`src/rtl/sa_result_drain_if.sv`:
```
// Result-vector and output-stream signals between SA_CORE, sa_result_drain and the writeback logic.
// slave is the drain block's view; master is the core/consumer side that drives it.
interface sa_result_drain_if #(
    parameter int ROWS = 8,
    parameter int DW   = 32
);
    localparam int RW = (ROWS > 1) ? $clog2(ROWS) : 1;

    logic [ROWS-1:0][DW-1:0] rdata_in;
    logic [ROWS-1:0]         rvalid_in;
    logic                    outread;
    logic                    m_valid;
    logic                    m_ready;
    logic [DW-1:0]           m_data;
    logic [RW-1:0]           m_row;
    logic                    m_last;

    modport master (
        output rdata_in, rvalid_in, m_ready,
        input  outread, m_valid, m_data, m_row, m_last
    );

    modport slave (
        input  rdata_in, rvalid_in, m_ready,
        output outread, m_valid, m_data, m_row, m_last
    );
endinterface

```
`src/rtl/sa_result_drain.sv`:
```
// Ping-pong result drain: captures whole result vectors from the core and streams them row by row.
// Define SA_DRAIN_STALLCNT_EN to add the saturating stall_cnt output.
module sa_result_drain #(
    parameter int ROWS = 8,
    parameter int DW   = 32
) (
    input  logic                 clk,
    input  logic                 rstn,
    sa_result_drain_if.slave     bus
`ifdef SA_DRAIN_STALLCNT_EN
    ,
    output logic [15:0]          stall_cnt
`endif
);

    localparam int RW = (ROWS > 1) ? $clog2(ROWS) : 1;
    localparam logic [RW-1:0] LAST_ROW = RW'(ROWS - 1);

    typedef enum logic [1:0] {
        BANK_EMPTY,
        BANK_FULL,
        BANK_DRAINING
    } bank_state_e;

    bank_state_e             bank_q [2];
    bank_state_e             bank_d [2];
    logic [ROWS-1:0][DW-1:0] mem_q  [2];
    logic                    wr_sel_q, wr_sel_d;
    logic                    rd_sel_q, rd_sel_d;
    logic                    outread_q;
    logic                    m_valid_q, m_valid_d;
    logic [DW-1:0]           m_data_q, m_data_d;
    logic [RW-1:0]           m_row_q, m_row_d;
    logic                    m_last_q, m_last_d;

    logic          all_valid, any_empty, both_empty;
    logic          capture, cap_bank;
    logic          fire, fire_last;
    logic          want_first, head, head_cap;
    logic [RW-1:0] next_row;

    // NOTE: every always_comb output gets a default first so no path leaves it unassigned (no latch).
    always_comb begin
        all_valid  = &bus.rvalid_in;
        any_empty  = (bank_q[0] == BANK_EMPTY) || (bank_q[1] == BANK_EMPTY);
        both_empty = (bank_q[0] == BANK_EMPTY) && (bank_q[1] == BANK_EMPTY);
        // outread_q low is what stops the still-presented vector being captured twice.
        capture    = all_valid && any_empty && !outread_q;
        cap_bank   = both_empty ? 1'b0 : wr_sel_q;
        fire       = m_valid_q && bus.m_ready;
        fire_last  = fire && m_last_q;
        next_row   = m_row_q + 1'b1;

        bank_d[0]  = bank_q[0];
        bank_d[1]  = bank_q[1];
        wr_sel_d   = wr_sel_q;
        rd_sel_d   = rd_sel_q;
        m_valid_d  = m_valid_q;
        m_data_d   = m_data_q;
        m_row_d    = m_row_q;
        m_last_d   = m_last_q;
        want_first = 1'b0;
        head       = rd_sel_q;
        head_cap   = 1'b0;

        if (capture) begin
            bank_d[cap_bank] = BANK_FULL;
            wr_sel_d         = ~cap_bank;
        end

        if (fire_last) begin
            bank_d[rd_sel_q] = BANK_EMPTY;
            rd_sel_d         = ~rd_sel_q;
            head             = ~rd_sel_q;
            m_valid_d        = 1'b0;
            want_first       = 1'b1;
        end else if (fire) begin
            m_row_d  = next_row;
            m_data_d = mem_q[rd_sel_q][next_row];
            m_last_d = (next_row == LAST_ROW);
        end else if (!m_valid_q) begin
            head       = both_empty ? 1'b0 : rd_sel_q;
            rd_sel_d   = head;
            want_first = 1'b1;
        end

        // A bank captured this very cycle feeds row 0 straight from the core: no bubble between banks.
        head_cap = capture && (cap_bank == head);
        if (want_first && (bank_q[head] == BANK_FULL || head_cap)) begin
            bank_d[head] = BANK_DRAINING;
            m_valid_d    = 1'b1;
            m_row_d      = '0;
            m_last_d     = 1'b0;
            m_data_d     = head_cap ? bus.rdata_in[0] : mem_q[head][0];
        end
    end

    // NOTE: sequential state uses non-blocking assignments so every register samples pre-edge values.
    always_ff @(posedge clk or negedge rstn) begin
        if (!rstn) begin
            bank_q[0] <= BANK_EMPTY;
            bank_q[1] <= BANK_EMPTY;
            wr_sel_q  <= 1'b0;
            rd_sel_q  <= 1'b0;
            outread_q <= 1'b0;
            m_valid_q <= 1'b0;
            m_data_q  <= '0;
            m_row_q   <= '0;
            m_last_q  <= 1'b0;
        end else begin
            bank_q[0] <= bank_d[0];
            bank_q[1] <= bank_d[1];
            wr_sel_q  <= wr_sel_d;
            rd_sel_q  <= rd_sel_d;
            outread_q <= capture;
            m_valid_q <= m_valid_d;
            m_data_q  <= m_data_d;
            m_row_q   <= m_row_d;
            m_last_q  <= m_last_d;
        end
    end

    // NOTE: the vector store is not reset; bank state alone decides whether its contents are live.
    always_ff @(posedge clk) begin
        if (capture) begin
            mem_q[cap_bank] <= bus.rdata_in;
        end
    end

    assign bus.outread = outread_q;
    assign bus.m_valid = m_valid_q;
    assign bus.m_data  = m_data_q;
    assign bus.m_row   = m_row_q;
    assign bus.m_last  = m_last_q;

`ifdef SA_DRAIN_STALLCNT_EN
    logic [15:0] stall_cnt_q;

    // Counts cycles where the core offers a vector but both banks are occupied.
    always_ff @(posedge clk or negedge rstn) begin
        if (!rstn) begin
            stall_cnt_q <= '0;
        end else if (all_valid && !outread_q && !any_empty && (stall_cnt_q != 16'hFFFF)) begin
            stall_cnt_q <= stall_cnt_q + 16'd1;
        end
    end

    assign stall_cnt = stall_cnt_q;
`endif

endmodule

```
`src/flat_wrapper.sv`:
```
// flat-port wrapper written by rule: the top's interface ports become plain ports
module sa_result_drain_flat 
#(
    parameter int ROWS = 8,
    parameter int DW   = 32
)
  (clk, rstn, bus_rdata_in, bus_rvalid_in, bus_m_ready, bus_outread, bus_m_valid, bus_m_data, bus_m_row, bus_m_last);
  sa_result_drain_if #(.ROWS(ROWS), .DW(DW)) bus_i ();
  input  logic clk;
  input  logic rstn;
  input wire logic [$bits(bus_i.rdata_in)-1:0] bus_rdata_in;
  input wire logic [$bits(bus_i.rvalid_in)-1:0] bus_rvalid_in;
  input wire logic [$bits(bus_i.m_ready)-1:0] bus_m_ready;
  output wire logic [$bits(bus_i.outread)-1:0] bus_outread;
  output wire logic [$bits(bus_i.m_valid)-1:0] bus_m_valid;
  output wire logic [$bits(bus_i.m_data)-1:0] bus_m_data;
  output wire logic [$bits(bus_i.m_row)-1:0] bus_m_row;
  output wire logic [$bits(bus_i.m_last)-1:0] bus_m_last;
  assign bus_i.rdata_in = bus_rdata_in;
  assign bus_i.rvalid_in = bus_rvalid_in;
  assign bus_i.m_ready = bus_m_ready;
  assign bus_outread = bus_i.outread;
  assign bus_m_valid = bus_i.m_valid;
  assign bus_m_data = bus_i.m_data;
  assign bus_m_row = bus_i.m_row;
  assign bus_m_last = bus_i.m_last;
  sa_result_drain #(.ROWS(ROWS), .DW(DW)) u_core (.clk(clk), .rstn(rstn), .bus(bus_i));
endmodule
```
`config.mk`:
```
export PLATFORM = sky130hd
export DESIGN_NAME = sa_result_drain_flat
export DESIGN_NICKNAME = d
export VERILOG_FILES = /design/src/rtl/sa_result_drain_if.sv /design/src/rtl/sa_result_drain.sv /design/src/flat_wrapper.sv
export SDC_FILE = /design/constraint.sdc
export NUM_CORES = 1
export LEC_CHECK = 0
export BUFFER_PORTS_ARGS = -buffer_cell sky130_fd_sc_hd__buf_2
export CORE_ASPECT_RATIO = 0.6
export CORE_MARGIN = 3
export CORE_UTILIZATION = 57
export DETAILED_ROUTE_END_ITERATION = 8
export GPL_ROUTABILITY_DRIVEN = 0
export PLACE_DENSITY = 0.79
export SLEW_MARGIN = 20
export SYNTH_ARGS = -nofsm -noshare
export SYNTH_HDL_FRONTEND = slang
export SYNTH_SLANG_ARGS = --single-unit
```
`constraint.sdc`:
```
create_clock -name clk -period 26.3 [get_ports clk]
set_input_delay 5.26 -clock clk [delete_from_list [all_inputs] [get_ports clk]]
set_output_delay 5.26 -clock clk [all_outputs]
set_load 0.005 [all_outputs]
```
=== After elaboration in Yosys (flattened, before gate mapping) ===
Memories as Yosys holds them, arrays and structs flattened.
Index checks and enable logic that the tools add are counted.

* Memory bits (writable): 512
* Logic and storage cells: 90
* Flip-flop bits (word level): 44
* Bits of input ports: 267
* Output and inout bits: 38
* Memories kept: 1

{| class="wikitable"
|+ Memories
! memory !! words !! width !! rd ports !! clocked after Yosys merged registers in !! write ports !! RTL line !! text
|-
| u_core.mem_q || 2 || 256 || 2 || 0 || 1 || sa_result_drain.sv:27 || <nowiki>logic [ROWS-1:0][DW-1:0] mem_q [2];</nowiki>
|}

* Eq/ne operators: 4
* Bitwise operators: 13
* Reduce and logical (&&, ||, !) cells: 19
* Mux-type cells: 36
* Add/sub/neg operators: 1
* Order comparisons: 7

{| class="wikitable"
|+ Operator list
! cell !! count
|-
| 2-to-1 mux 32 bit || 5
|-
| binary-select mux 32 bit (select 3 bit) || 1
|-
| 2-to-1 mux 1 bit || 15
|-
| 2-to-1 mux 2 bit || 6
|-
| 2-to-1 mux 4 bit || 3
|-
| logical AND 1 bit || 10
|-
| 2-to-1 mux 3 bit || 3
|-
| AND reduction 8 bit || 1
|-
| demux 2 bit (select 1 bit) || 3
|-
| greater-or-equal comparator 2 bit (second input constant) || 3
|-
| < comparator 2 x 1 -> 1 bit (second input constant) || 3
|-
| inverter 1 -> 2 bit || 3
|-
| AND 2 bit || 2
|-
| AND 4 bit || 1
|-
| zero test 2 bit || 2
|-
| < comparator 3 x 4 -> 1 bit (second input constant) || 1
|-
| inverter 2 bit || 2
|-
| inverter 4 bit || 1
|-
| OR 2 bit || 2
|-
| nonzero test 2 bit || 2
|-
| adder 3 x 1 -> 3 bit (second input constant) || 1
|-
| equality test 3 bit (second input constant) || 1
|-
| equality test 2 x 1 -> 1 bit (second input constant) || 1
|-
| logical OR 1 bit || 2
|-
| other kinds (5) || 6
|}

=== Logic depth before layout (Yosys ltp) ===
Gate-level depths: netlist (run 1).

* Depth in word-level cells: 15
* Mapped depth: 14
* Depth with buffers taken out: 7

=== Least setup slack after synthesis (run 1) ===
No wires, ideal clock.

* Path kind: input-to-reg
* From: input bus_rvalid_in[7]
* To: register u_core.m_data_q[15], in the netlist u_core.bus.m_data[15]
* Stages: 7
* Path slack: 0.078 ns
* Data arrival time: 26.092 ns
* Path buffers: 1
* Required time: 26.171 ns
* Path through: nand4_1 or2_2 nor3_1 a21oi_1 buf_2 o211ai_1 o31ai_1

* Word-level cells in the longest chain between the ends: 8
* Elaborated cells between the ends (all ways): 11
* Classes of those cells: eq/ne: 1; mux: 2; reduce/logical: 8

{| class="wikitable"
|+ Ends and longest elaborated chain
! what !! RTL line !! text
|-
| start, declared || flat_wrapper.sv:12 || <nowiki>input wire logic [$bits(bus_i.rvalid_in)-1:0] bus_rvalid_in;</nowiki>
|-
| AND reduction 8 bit * || sa_result_drain.sv:44 || <nowiki>all_valid = &bus.rvalid_in;</nowiki>
|-
| logical AND 1 bit * (2 in a row) || sa_result_drain.sv:48 || <nowiki>capture = all_valid && any_empty && !outread_q;</nowiki>
|-
| logical AND 1 bit * || sa_result_drain.sv:88 || <nowiki>head_cap = capture && (cap_bank == head);</nowiki>
|-
| logical OR 1 bit || sa_result_drain.sv:89 || <nowiki>if (want_first && (bank_q[head] == BANK_FULL || head_cap)) begin</nowiki>
|-
| logical AND 1 bit || sa_result_drain.sv:89 ||
|-
| inequality test 2 bit (no source line) or nonzero test 2 bit (tied branches) || -- ||
|-
| AND reduction 2 bit (no source line) || -- ||
|-
| end signal, assigned || sa_result_drain.sv:117 || <nowiki>m_data_q <= m_data_d;</nowiki>
|-
| end, declared || sa_result_drain.sv:32 || <nowiki>logic [DW-1:0] m_data_q, m_data_d;</nowiki>
|}

Every way passes the cells marked *; elsewhere a longest branch is shown, timed or not.
A chain may end at the register's enable or synchronous reset.

=== Worst setup path in the final report (run 1) ===
* From: input bus_m_ready
* To: register u_core.m_data_q[5], in the netlist u_core.bus.m_data[5]

* Word-level cells in the longest chain between the ends: 12
* Elaborated cells between the ends (all ways): 21
* Classes of those cells: eq/ne: 3; mux: 9; bitwise: 1; reduce/logical: 7; memory: 1

{| class="wikitable"
|+ Ends and longest elaborated chain
! what !! RTL line !! text
|-
| start, declared || flat_wrapper.sv:13 || <nowiki>input wire logic [$bits(bus_i.m_ready)-1:0] bus_m_ready;</nowiki>
|-
| logical AND 1 bit * || sa_result_drain.sv:50 || <nowiki>fire = m_valid_q && bus.m_ready;</nowiki>
|-
| 2-to-1 mux 1 bit or logical AND 1 bit (tied branches) || sa_result_drain.sv:77, sa_result_drain.sv:51 ||
|-
| 2-to-1 mux 1 bit || sa_result_drain.sv:71 || <nowiki>if (fire_last) begin</nowiki>
|-
| inverter 1 -> 2 bit (implied by the code) || sa_result_drain.sv:89 ||
|-
| 2-to-1 mux 2 bit (implied by the code) (3 in a row) || sa_result_drain.sv:89 ||
|-
| equality test 2 x 1 -> 1 bit || sa_result_drain.sv:89 ||
|-
| logical OR 1 bit || sa_result_drain.sv:89 ||
|-
| logical AND 1 bit || sa_result_drain.sv:89 ||
|-
| inequality test 2 bit (no source line) or nonzero test 2 bit (tied branches) || -- ||
|-
| AND reduction 2 bit (no source line) || -- ||
|}

Every way passes the cells marked *; elsewhere a longest branch is shown, timed or not. The select of a mux whose other input is x is not followed.

==> metrics.md, run 1 <==
| Metric | Value |
|---|---|
| Status | finished clean |
| Die area | about 40000 µm² |
| Most frequent CP cell | nand2_1 |
| Overflow after GRT | 0 |
| Post-synthesis sequential area ratio | 76.0% |
| FILL cells | 2391 |
| Area delta synth->final | 16.3% |
| Synth top area share | 70.9% |
| Die Ht | 157 µm |
| Synth warnings | 0 |
| Setup TNS | 0 ps |
| Mux share of post-synthesis cell area | 15.0% |
| Final min period | 7980 ps |
| Routed Wire Length | 49.2 mm |
| Final Hold Viols | 0 |
| Final instance area | approximately 25000 µm² |
| Post-synthesis xor/xnor area fraction | less than 1% |
| Die width | roughly 260 µm |
| Final worst slack | 18320 ps |
| Main synth FF type | edfxtp_1 |
| WL/cell | 26.4 µm |
| Post-cts sizing count | 0 |
| Fin. max-slew vios | 0 |
| Total power | roughly 2.4 mW |
| Detailed Route Iter0 Violations | 1124 |
| Dpl ws | about 18000 ps |
| Post-synthesis compound-gate area fraction | 6.15% |
| Post-synth ARST share | 7.91% |
| CTS buffer count | 48 |
| Avg Inst Size Synth | between 20 and 25 µm² |
| Period Utilization, post-route | 30.4% |
| Cell taking the most area after synthesis | edfxtp_1 |
| Fmax | approximately 130 MHz |
| CTS tree | built |
| Post-Synth Simple-Gate Area | 1.07% |
| DP Area | 23700 µm² |
| Total vias in the final route | ~12k |
| PwrDens | 94.1 nW/µm² |
| Initial DRT Pass Iterations | 5 |
| Cell area after synthesis | 21700 µm² |
| Drt via density | 6.18 |
| Crit. End Element | flip-flop |
| Synthesized instance count | 1014 |
| Largest net degree at the start of global routing | 78 |
| CP Launch Type | input port |
| Crit Path Class | input port to flip-flop |
| Fin nets | 1590 |
| Post-DP HPWL | 32.0 mm |
| Postcts setup bufs | 0 |
| Unrepaired setup endpoints after global routing | no |
| Post-route ant nets | 0 |
| Clock latency on the worst-skew pair | 560 ps |
| Adder-Cell Fraction of Synth Area | 0.115% |
| Critical Path Slowest Stage Cell | nand2_1 |
| Initial cell density of the core | 58.8% |
| CP Cell Sequence | buf_2 -> nand2_1 -> nor2_4 -> nand2_1 -> or2_0 -> o22ai_1 -> o31ai_1 |
| CTS root buf | clkbuf_16 |
| Slew headroom | between 20% and 30% |
| Worst path max stage delay | 970 ps |
| Maximum vdd drop | 0.0776 mV |
| Vias in the first global route | 11.7k |
| Leakage | approximately 8.5 nW |
| Rows | 54 |
| Global-route wire length before repair | 72.7 mm |
| Largest family of logic cells by synthesized area | multiplexers |
| Initial antenna violation count | 15 |
| Worst Hold Class | flip-flop to flip-flop |
| Worst EP arrival | 8390 ps |
| Hold Buf Count CTS | 0 |
| Buf/Inv on CP | 1 |
| H-tree level count | 2 |
| Total of max-cap violations | 0 |
| Clock Pin Slew Worst Setup and Hold Paths | roughly 70 ps |
| Most frequent cell after synthesis | edfxtp_1 |
| Critical Path Fanout Max | 35 |
| CP delay by family, top | simple AND/OR/NAND/NOR gates |
| CTS Buffer Depth | 3 |
| Clock sink count | ~560 |
| Ports | 305 |
| Worst-margin pin slew | 1130 ps |
| Yosys reg bits | between 500 and 600 |
| Most common library cells after synthesis | edfxtp_1, mux4_2, o22ai_1 |
| Layout cell share with drive strength beyond 1 | 42.0% |
| Layout Skew | 16.9 ps |
| Synth top area cells | edfxtp_1, mux4_2, dfrtp_1 |
| Core area | 36900 µm² |
| Post-Syn Nets | ~1.3k |
| I/O Buffers | 304 |
| Count of cell types in the netlist | 43 |
| Setup violators final | 0 |
| Total GRT Usage | between 20% and 30% |
| Worst path required time | around 27000 ps |
| DRC viols | 0 |
| EDFF count, synth | a little over 500 |
[report_power, final]
part	leakage [nW]	switching [mW]	internal, mW
clock network	0.725	0.297	0.375
logic	2.62	0.331	0.318
registers	5.11	0.0468	1.00
total	8.45	0.675	1.70
[kinds of logic after synthesis]
logic type	count (synthesis)
flops	556
simple gates	46
xor+xnor	3
mux	161
fa+ha+maj	2
compound gates	178
buf+inv	68
[cell usage in the layout (no fill, tap or decap), types with 5 or more instances in the layout]
cell	instances
mux2_2	31
mux4_2	128
diode_2	9
edfxtp_1	512
nor2_1	10
a21oi_1	8
o31ai_1	31
o22ai_1	63
buf_4	17
o22a_1	33
o211ai_1	21
clkinv_1	5
clkbuf_8	5
o211ai_2	10
nand2_1	12
clkbuf_1	13
buf_2	304
dfrtp_1	42
clkbuf_16	49
[metrics by stage]
| step | utilization [%] | hold WS (ps) | instances |
|---|---|---|---|
| after detailed placement | 64.3 | 583 | 1775 |
| final | 68.3 | 598 | 1866 |
| after global routing | 68.3 | 614 | 1866 |
| after global placement | 64.3 | 552 | 1775 |
| after floorplan | - | 518 | 1014 |
| after CTS | 68.3 | 592 | 1857 |
[state kept, by name, summed over array words and instances (netlist names), 3 cells and up]
signal and flops:
u_core.bus.m_data 32, u_core.bank_q 4, u_core.bus.m_row 3, u_core.mem_q 512
[path summary, 6_finish.rpt]
path	startpoint	end	slack, ps	cells past startpoint
worst max-delay path	bus_m_ready	u_core.bus.m_data[5]	18320	7
worst min register to register	u_core.bus.m_row[2]	u_core.bus.m_row[2]	600	2
worst min-delay path	u_core.bus.m_row[2]	u_core.bus.m_row[2]	600	2
max in group asynchronous	rstn	u_core.bus.m_row[0]	20990	2
min in group asynchronous	rstn	u_core.bus.outread	4820	2
worst max register to register	u_core.bus.m_row[0]	u_core.bus.m_data[2]	22000	5
[final cells by class]
cell class | count | area [µm²] | share of cell area [%]
inverter | 4 | 15.0 | 0.0596
sequential | 556 | 16500 | 65.4
multi-input combinational | 390 | 4930 | 19.6
timing repair buffer | 321 | 1650 | 6.54
clock buffer | 67 | 1340 | 5.33
clock inverter | 15 | 134 | 0.531
antenna | 9 | 22.5 | 0.0893
tap | 504 | 631 | 2.50
[worst register-to-register path: cells and delay by family (launching register included)]
family | cells | cell delay (ps)
compound gates | 2 | 1050
fa+ha+maj | 1 | 1020
flops | 1 | 920
simple gates | 1 | 960
buf+inv | 1 | 210
[routing by layer]
metal	track usage, %	part of all wire [%]	vias up
li1	-	-	4973
met2	35.7	46	536
met1	36.4	42	5925
met3	7.09	9.7	84
met5	0	0.15	-
met4	7.48	2.2	12
(Power assumes the default switching activity.)
==> inputs of run 2 (changes only) <==
Settings changed: CORE_UTILIZATION 57 to 52, PLACE_DENSITY 0.79 to 0.76.
Clock period 26.3 ns to 6.73 ns, I/O delays scaled along.
==> metrics.md, run 2 (same netlist as run 1, synthesis figures left out) <==
| Metric | Value |
|---|---|
| Worst hold path endpoint | u_core.bank_q[3] (was u_core.bus.m_row[2]) |
| Largest net degree at the start of global routing | 170 (was 78) |
| Total GRT Usage | 23.2% (was 24.4%) |
| Worst EP arrival | 4250 ps (was 8390 ps) |
| Setup violators final | 0 (unchanged) |
| Postcts setup bufs | 0 (unchanged) |
| Period Utilization, post-route | 57.1% |
| Rows | 57 (was 54) |
| Critical Path Fanout Max | 35 (unchanged) |
| CTS Buffer Depth | 3 (unchanged) |
| Final min period | between 3000 and 4000 ps |
| Crit. End Element | flip-flop (unchanged) |
| CTS buffer count | 50 (was 48) |
| Min-Delay Startpoint | u_core.bank_q[3] (was u_core.bus.m_row[2]) |
| Overflow after GRT | 0 (unchanged) |
| Leakage | 8.59 nW (was 8.45 nW) |
| Worst Hold Class | flip-flop to flip-flop (unchanged) |
| Worst path required time | 7140 ps (was 26700 ps) |
| H-tree level count | 2 (unchanged) |
| Worst path max stage delay | 880 ps (was 970 ps) |
| Fin. max-slew vios | 0 (unchanged) |
| Clock Pin Slew Worst Setup and Hold Paths | 60 ps (was 70 ps) |
| FF-to-FF Start | u_core.bus.m_row[0] (unchanged) |
| Area delta synth->final | 17.9% (was 16.3%) |
| CTS tree | built (unchanged) |
| Layout cell share with drive strength beyond 1 | 42.5% (was 42.0%) |
| WL/cell | 26.9 µm (was 26.4 µm) |
| Total vias in the final route | 11.7k (was 11.5k) |
| CTS root buf | clkbuf_16 (unchanged) |
| Clock latency on the worst-skew pair | 560 ps (about the same) |
| Largest Register | u_core.mem_q (unchanged) |
| Total power | 9.62 mW (was 2.37 mW) |
| Die area | 44300 µm² (was 40500 µm²) |
| Post-DP HPWL | 33.6 mm (was 32.0 mm) |
| Clock sink count | 556 (unchanged) |
| Layout Skew | 15.3 ps (was 16.9 ps) |
| Most frequent cells in the layout | edfxtp_1, buf_2, mux4_2 (unchanged) |
| PwrDens | 376 nW/µm² (was 94.1 nW/µm²) |
| Fin nets | 1589 (was 1590) |
| CP startpoint | bus_m_ready (unchanged) |
| Critical Path Slowest Stage Cell | nand2_1 (unchanged) |
| Status | finished clean (unchanged) |
| Core area | 40800 µm² (was 36900 µm²) |
| Leading cell type in the layout, fill and taps excluded | edfxtp_1 (unchanged) |
| NetSw | 2.72 mW (was 0.675 mW) |
| Sw frac | 28.3% (was 28.5%) |
| Initial DRT Pass Iterations | 7 (was 5) |
| Die Ht | 164 µm (was 157 µm) |
| Global-route wire length before repair | 76.0 mm (was 72.7 mm) |
| Initial cell density of the core | 53.2% (was 58.8%) |
| Worst-margin pin slew | 1200 ps (was 1130 ps) |
| CP Cell Sequence | buf_2 -> nand2_1 -> nor2_4 -> nand2_1 -> or2_0 -> o22ai_1 -> o31ai_1 (unchanged) |
| Total of max-cap violations | 0 (unchanged) |
| Ports | 305 (unchanged) |
| Cell Int Power | 6.89 mW (was 1.70 mW) |
| Max reg flops | 512 (unchanged) |
| Drt via density | 6.09 (was 6.18) |
| Post-cts sizing count | 0 (unchanged) |
| Logic pwr share | 27.4% (about the same) |
| Vias in the first global route | 11.9k (was 11.7k) |
| WHS | 588 ps (was 598 ps) |
| Clock Power Share | 30.5% (was 28.4%) |
| Post-route ant nets | 0 (unchanged) |
| Initial antenna violation count | 14 (was 15) |
| Reg2reg path depth | 7 (was 5) |
| R2r endpoint | u_core.bus.m_data[5] (was u_core.bus.m_data[2]) |
| Hold path depth | 2 (unchanged) |
| Unrepaired setup endpoints after global routing | no (unchanged) |
| Util after Layout | 62.7% (was 68.3%) |
| Final Hold Viols | 0 (unchanged) |
| DRC viols | 0 (unchanged) |
| Most frequent CP cell | nand2_1 (unchanged) |
| Routed Wire Length | 51.8 mm (was 49.2 mm) |
| Fmax | approximately 260 MHz |
| Maximum vdd drop | 0.351 mV (was 0.0776 mV) |
| Hold Buf Count CTS | 0 (unchanged) |
| Crit Path Class | input port to flip-flop (unchanged) |
| CP Launch Type | input port (unchanged) |
| Setup TNS | 0 ps (unchanged) |
| Slew headroom | 20.2% (was 24.4%) |
| R2R setup slack | 3180 ps (was 22000 ps) |
| Die width | 270 µm (was 258 µm) |
| Seq pwr share | 42.1% (was 44.3%) |
| Detailed Route Iter0 Violations | 1394 (was 1124) |
| I/O Buffers | 304 (unchanged) |
run 2: cell count changes in the layout (fill, tap and decap cells not counted), moves of 2 or more:
cell,delta
buf_12,+3
buf_16,+2
buf_4,-8
bufinv_16,+4
clkbuf_1,-5
clkbuf_16,+4
clkinv_1,+4
clkinv_2,+4
inv_6,-2
run 2: final cells by class:
cell class,count,area (µm²)
inverter,4,15.0
clock inverter,25,270
timing repair buffer,318,1700
multi-input combinational,390,4940
clock buffer,66,1430
sequential,556,16500
tap,560,701
fill,2883,15200
antenna,10,25.0
run 2: power groups by stage:
| stage | Clock [mW] | Sequential, mW | Combinational, mW |
|---|---|---|---|
| floorplan | 0 | 4.08 | 1.85 |
| global route | 3.12 | 4.06 | 2.84 |
| global placement | 0 | 4.15 | 2.57 |
| CTS | 2.98 | 4.08 | 2.63 |
| detailed placement | 0 | 4.15 | 2.61 |
| finish | 2.93 | 4.05 | 2.64 |
run 2: worst max-delay path by stage:
stage / endpoint / slack, ps / cells after the start
after floorplan: u_core.bus.m_data[15] / -2500 / 7
after global placement: u_core.bus.m_data[5] / 2400 / 7
after detailed placement: u_core.bus.m_data[7] / 2350 / 7
after CTS: u_core.bus.m_data[5] / 2960 / 7
after global routing: u_core.bus.m_data[1] / 2720 / 7
final: u_core.bus.m_data[5] / 2890 / 7
run 2: metrics by stage:
step / cells / setup slack (ps) / instance area, µm²
floorplan: 1014 / -2500 / 21700
global placement: 1826 / 2400 / 23800
detailed placement: 1826 / 2350 / 23800
CTS: 1917 / 2960 / 25500
global route: 1927 / 2720 / 25600
finish: 1929 / 2890 / 25600
run 2: worst max-delay path, delay by kind of cell:
family	cells	cell delay (ps)
AO/OA/AOI/OAI	2	330
buffers and inverters	1	110
AND/OR/NAND/NOR	4	2460
run 2: per-layer routing:
layer / global-route usage (%) / vias to the layer above / wire, µm
li1: - / 4977 / -
met3: 7.05 / 86 / 5270
met5: 0 / - / 61
met4: 6.25 / 10 / 1070
met2: 34.1 / 581 / 23500
met1: 34.1 / 6084 / 22000
==> inputs of run 3 (changes only) <==
Settings changed: ABC_AREA from default to 1.
Clock period 6.73 ns to 3.15 ns, I/O delays scaled along.
==> metrics.md, run 3 <==
| Metric | Value |
|---|---|
| Post-route ant nets | 0 (unchanged) |
| Critical Path Slowest Stage Cell | nand2_2 (was nand2_1) |
| Synth top area share | 65.6% (was 70.9%) |
| Clock latency on the worst-skew pair | 590 ps (was 560 ps) |
| Count of cell types in the netlist | 34 (was 43) |
| Critical Path Fanout Max | 37 (was 35) |
| M3 GR Usage | 6.76% (was 7.05%) |
| Worst Hold Class | input port to flip-flop (was flip-flop to flip-flop) |
| Most frequent cell after synthesis | nand2_1 (was edfxtp_1) |
| Logic pwr share | 37.4% (was 27.4%) |
| Most frequent cells in the layout | nand2_1, edfxtp_1, nor2_1 (was edfxtp_1, buf_2, mux4_2) |
| Maximum vdd drop | 0.703 mV (was 0.351 mV) |
| Crit. End Element | flip-flop (unchanged) |
| Seq pwr share | 36.6% (was 42.1%) |
| Max reg flops | 512 (unchanged) |
| Leakage | 10.6 nW (was 8.59 nW) |
| Main synth FF type | edfxtp_1 (unchanged) |
| Post-synth ARST share | 7.91% (unchanged) |
| Worst-margin pin slew | 978 ps (was 1200 ps) |
| Rows | 59 (was 57) |
| Total GRT Usage | 25.6% (was 23.2%) |
| Slew headroom | 34.8% (was 20.2%) |
| Routing usage on met2 | 41.6% (was 34.1%) |
| CTS Buffer Depth | 3 (unchanged) |
| Synth top area cells | edfxtp_1, nand2_1, nor2_1 (was edfxtp_1, mux4_2, dfrtp_1) |
| CP delay by family, top | simple AND/OR/NAND/NOR gates (unchanged) |
| Sw frac | 38.4% (was 28.3%) |
| Largest Register | u_core.mem_q (unchanged) |
| H-tree level count | 2 (unchanged) |
| PwrDens | 862 nW/µm² (was 376 nW/µm²) |
| Overflow after GRT | 0 (unchanged) |
| Avg Inst Size Synth | 10.9 µm² (was 21.4 µm²) |
| Most common library cells after synthesis | nand2_1, edfxtp_1, nor2_1 (was edfxtp_1, mux4_2, o22ai_1) |
| Worst path required time | 3660 ps (was 7140 ps) |
| Final Hold Viols | 0 (unchanged) |
| Most frequent CP cell | nand2_1 (unchanged) |
| Final min period | between 2000 and 3000 ps |
| Unrepaired setup endpoints after global routing | no (unchanged) |
| Yosys reg bits | 556 (unchanged) |
| Final worst slack | 546 ps (was 2890 ps) |
| Post-synthesis compound-gate area fraction | 7.14% (was 6.15%) |
| Crit Path Class | flip-flop to flip-flop (was input port to flip-flop) |
| Buf/Inv on CP | 1 (unchanged) |
| Largest family of logic cells by synthesized area | simple AND/OR/NAND/NOR gates (was multiplexers) |
| Initial DRT Pass Iterations | 5 (was 7) |
| Worst EP arrival | 3120 ps (was 4250 ps) |
| Placed Cells incl. Taps | 2947 (was 1826) |
| Adder-Cell Fraction of Synth Area | 0.107% (was 0.115%) |
| Setup TNS | 0 ps (unchanged) |
| Routed Wire Length | 62.7 mm (was 51.8 mm) |
| NetSw | 9.03 mW (was 2.72 mW) |
| Post-Syn Nets | 2419 (was 1283) |
| Total vias in the final route | 16.8k (was 11.7k) |
| Total of max-cap violations | 0 (unchanged) |
| Post-DP HPWL | 40.5 mm (was 33.6 mm) |
| EDFF count, synth | 512 (unchanged) |
| Initial cell density of the core | 53.4% (was 53.2%) |
| Mux share of post-synthesis cell area | 0% (was 15.0%) |
| Cell area after synthesis | 23500 µm² (was 21700 µm²) |
| Core area | 43900 µm² (was 40800 µm²) |
| WL/cell | 20.5 µm (was 26.9 µm) |
| Post-synthesis xor/xnor area fraction | 0.0747% (was 0.121%) |
| Post-synthesis sequential area ratio | 70.2% (was 76.0%) |
| Layout cell share with drive strength beyond 1 | 19.3% (was 42.5%) |
| Ports | 305 (unchanged) |
| Period Utilization, post-route | 82.7% |
| Vias in the first global route | 16.0k (was 11.9k) |
| Drt via density | 5.51 (was 6.09) |
| Met1 Resource Use GR | 34.6% (was 34.1%) |
| Fin nets | 2690 (was 1589) |
| Leading cell type in the layout, fill and taps excluded | nand2_1 (was edfxtp_1) |
| Setup violators final | 0 (unchanged) |
| Cell Int Power | 14.5 mW (was 6.89 mW) |
| I/O Buffers | 304 (unchanged) |
| Clock Pin Slew Worst Setup and Hold Paths | 70 ps (was 60 ps) |
| Status | finished clean (unchanged) |
| Largest net degree at the start of global routing | 154 (was 170) |
| DRC viols | 0 (unchanged) |
| Non-Filler Instances | 3054 (was 1929) |
| Post-Synth Simple-Gate Area | 19.1% (was 1.07%) |
| Area delta synth->final | 16.4% (was 17.9%) |
| Layout Skew | 21.1 ps (was 15.3 ps) |
| CTS tree | built (unchanged) |
| CP Launch Type | flip-flop (was input port) |
| Synth warnings | 0 (unchanged) |
| Detailed Route Iter0 Violations | 1735 (was 1394) |
| Synthesized instance count | 2150 (was 1014) |
| Die width | 280 µm (was 270 µm) |
| CP Cell Sequence | buf_4 -> nand4_2 -> nand3_2 -> nand2_1 -> nand2_1 -> nand3_1 -> nand2_2 -> nand3_1 -> nand2_1 (was buf_2 -> nand2_1 -> nor2_4 -> nand2_1 -> or2_0 -> o22ai_1 -> o31ai_1) |
| CTS root buf | clkbuf_16 (unchanged) |
| Cell taking the most area after synthesis | edfxtp_1 (unchanged) |
| Fmax | 384 MHz |
| Fin. max-slew vios | 0 (unchanged) |
| Dpl ws | 556 ps (was 2350 ps) |
| Worst path max stage delay | 650 ps (was 880 ps) |
| Clock sink count | 556 (unchanged) |
| Clock Power Share | 26.0% (was 30.5%) |
| Initial antenna violation count | 21 (was 14) |
| GRT busiest layer | met2 (was met1) |
| Die Ht | 171 µm (was 164 µm) |
| Global-route wire length before repair | 93.0 mm (was 76.0 mm) |
| CTS buffer count | 50 (unchanged) |
| Die area | 47800 µm² (was 44300 µm²) |
==> run 3: layer usage <==
layer / routed length, µm / up-vias
met5: 102 / -
met4: 1550 / 14
met3: 5860 / 94
met2: 29900 / 683
met1: 25300 / 8106
li1: - / 7922
==> run 3: worst reg2reg max path: cells and delay by family (launching register included) <==
kind	cells	cell delay, ps
buffers and inverters	1	390
DFF	1	480
and+or+nand+nor	8	1680
==> run 3: layout make-up <==
class,instances,area (µm²)
fillers,3374,16600
flip-flops and latches,556,16500
multi-input cells,1419,6260
repair buffers,343,1970
clock buffers,66,1360
well taps,579,724
clock inverters,27,275
inverters,51,198
diodes,13,32.5
==> run 3: power by group through the flow <==
stage	Sequential, mW	Clock [mW]	Combinational, mW
detailed placement	8.74	0	8.76
finish	8.60	6.12	8.81
floorplan	8.68	0	5.75
global placement	8.72	0	8.55
global route	8.62	6.49	9.74
CTS	8.58	6.19	8.81
==> run 3: kinds of logic (layout without fill, tap and decap cells) <==
group	after synthesis	after routing
AOI/OAI and AO/OA	308	308
other	0	13
buffers and inverters	175	487
DFF	556	556
xor gates and xnor gates	2	2
adders and majority gates	2	2
and+or+nand+nor	1107	1107
==> run 3: per-stage QoR <==
step                      area, µm²  hold WS, ps  util, %  power (mW)
after floorplan               23500          334        -        14.4
after global placement        25600          511     58.3        17.3
after detailed placement      25600          514     58.3        17.5
after CTS                     27300          212     62.1        23.6
after global routing          27300          207     62.1        24.9
final                         27300          229     62.2        23.5
==> run 3: worst paths after layout <==
check / slack (ps) / end / depth (start not counted) / start
min reg2reg: 530 / u_core.wr_sel_q / 2 / u_core.wr_sel_q
max in group asynchronous: 1930 / u_core.bus.m_row[0] / 3 / rstn
max reg2reg: 550 / u_core.bus.m_data[15] / 9 / u_core.rd_sel_q
min in group asynchronous: 530 / u_core.bus.outread / 2 / rstn
max: 550 / u_core.bus.m_data[15] / 9 / u_core.rd_sel_q
min: 230 / u_core.mem_q[0][204] / 1 / bus_rdata_in[204]
==> run 3: repair_timing <==
item                                    in CTS  in global routing
hold buffers                                 1                  0
endpoints found under the setup margin       0                  0
gates resized for setup                      0                  0
hold endpoints to repair                    15                  0
setup buffers                                0                  0
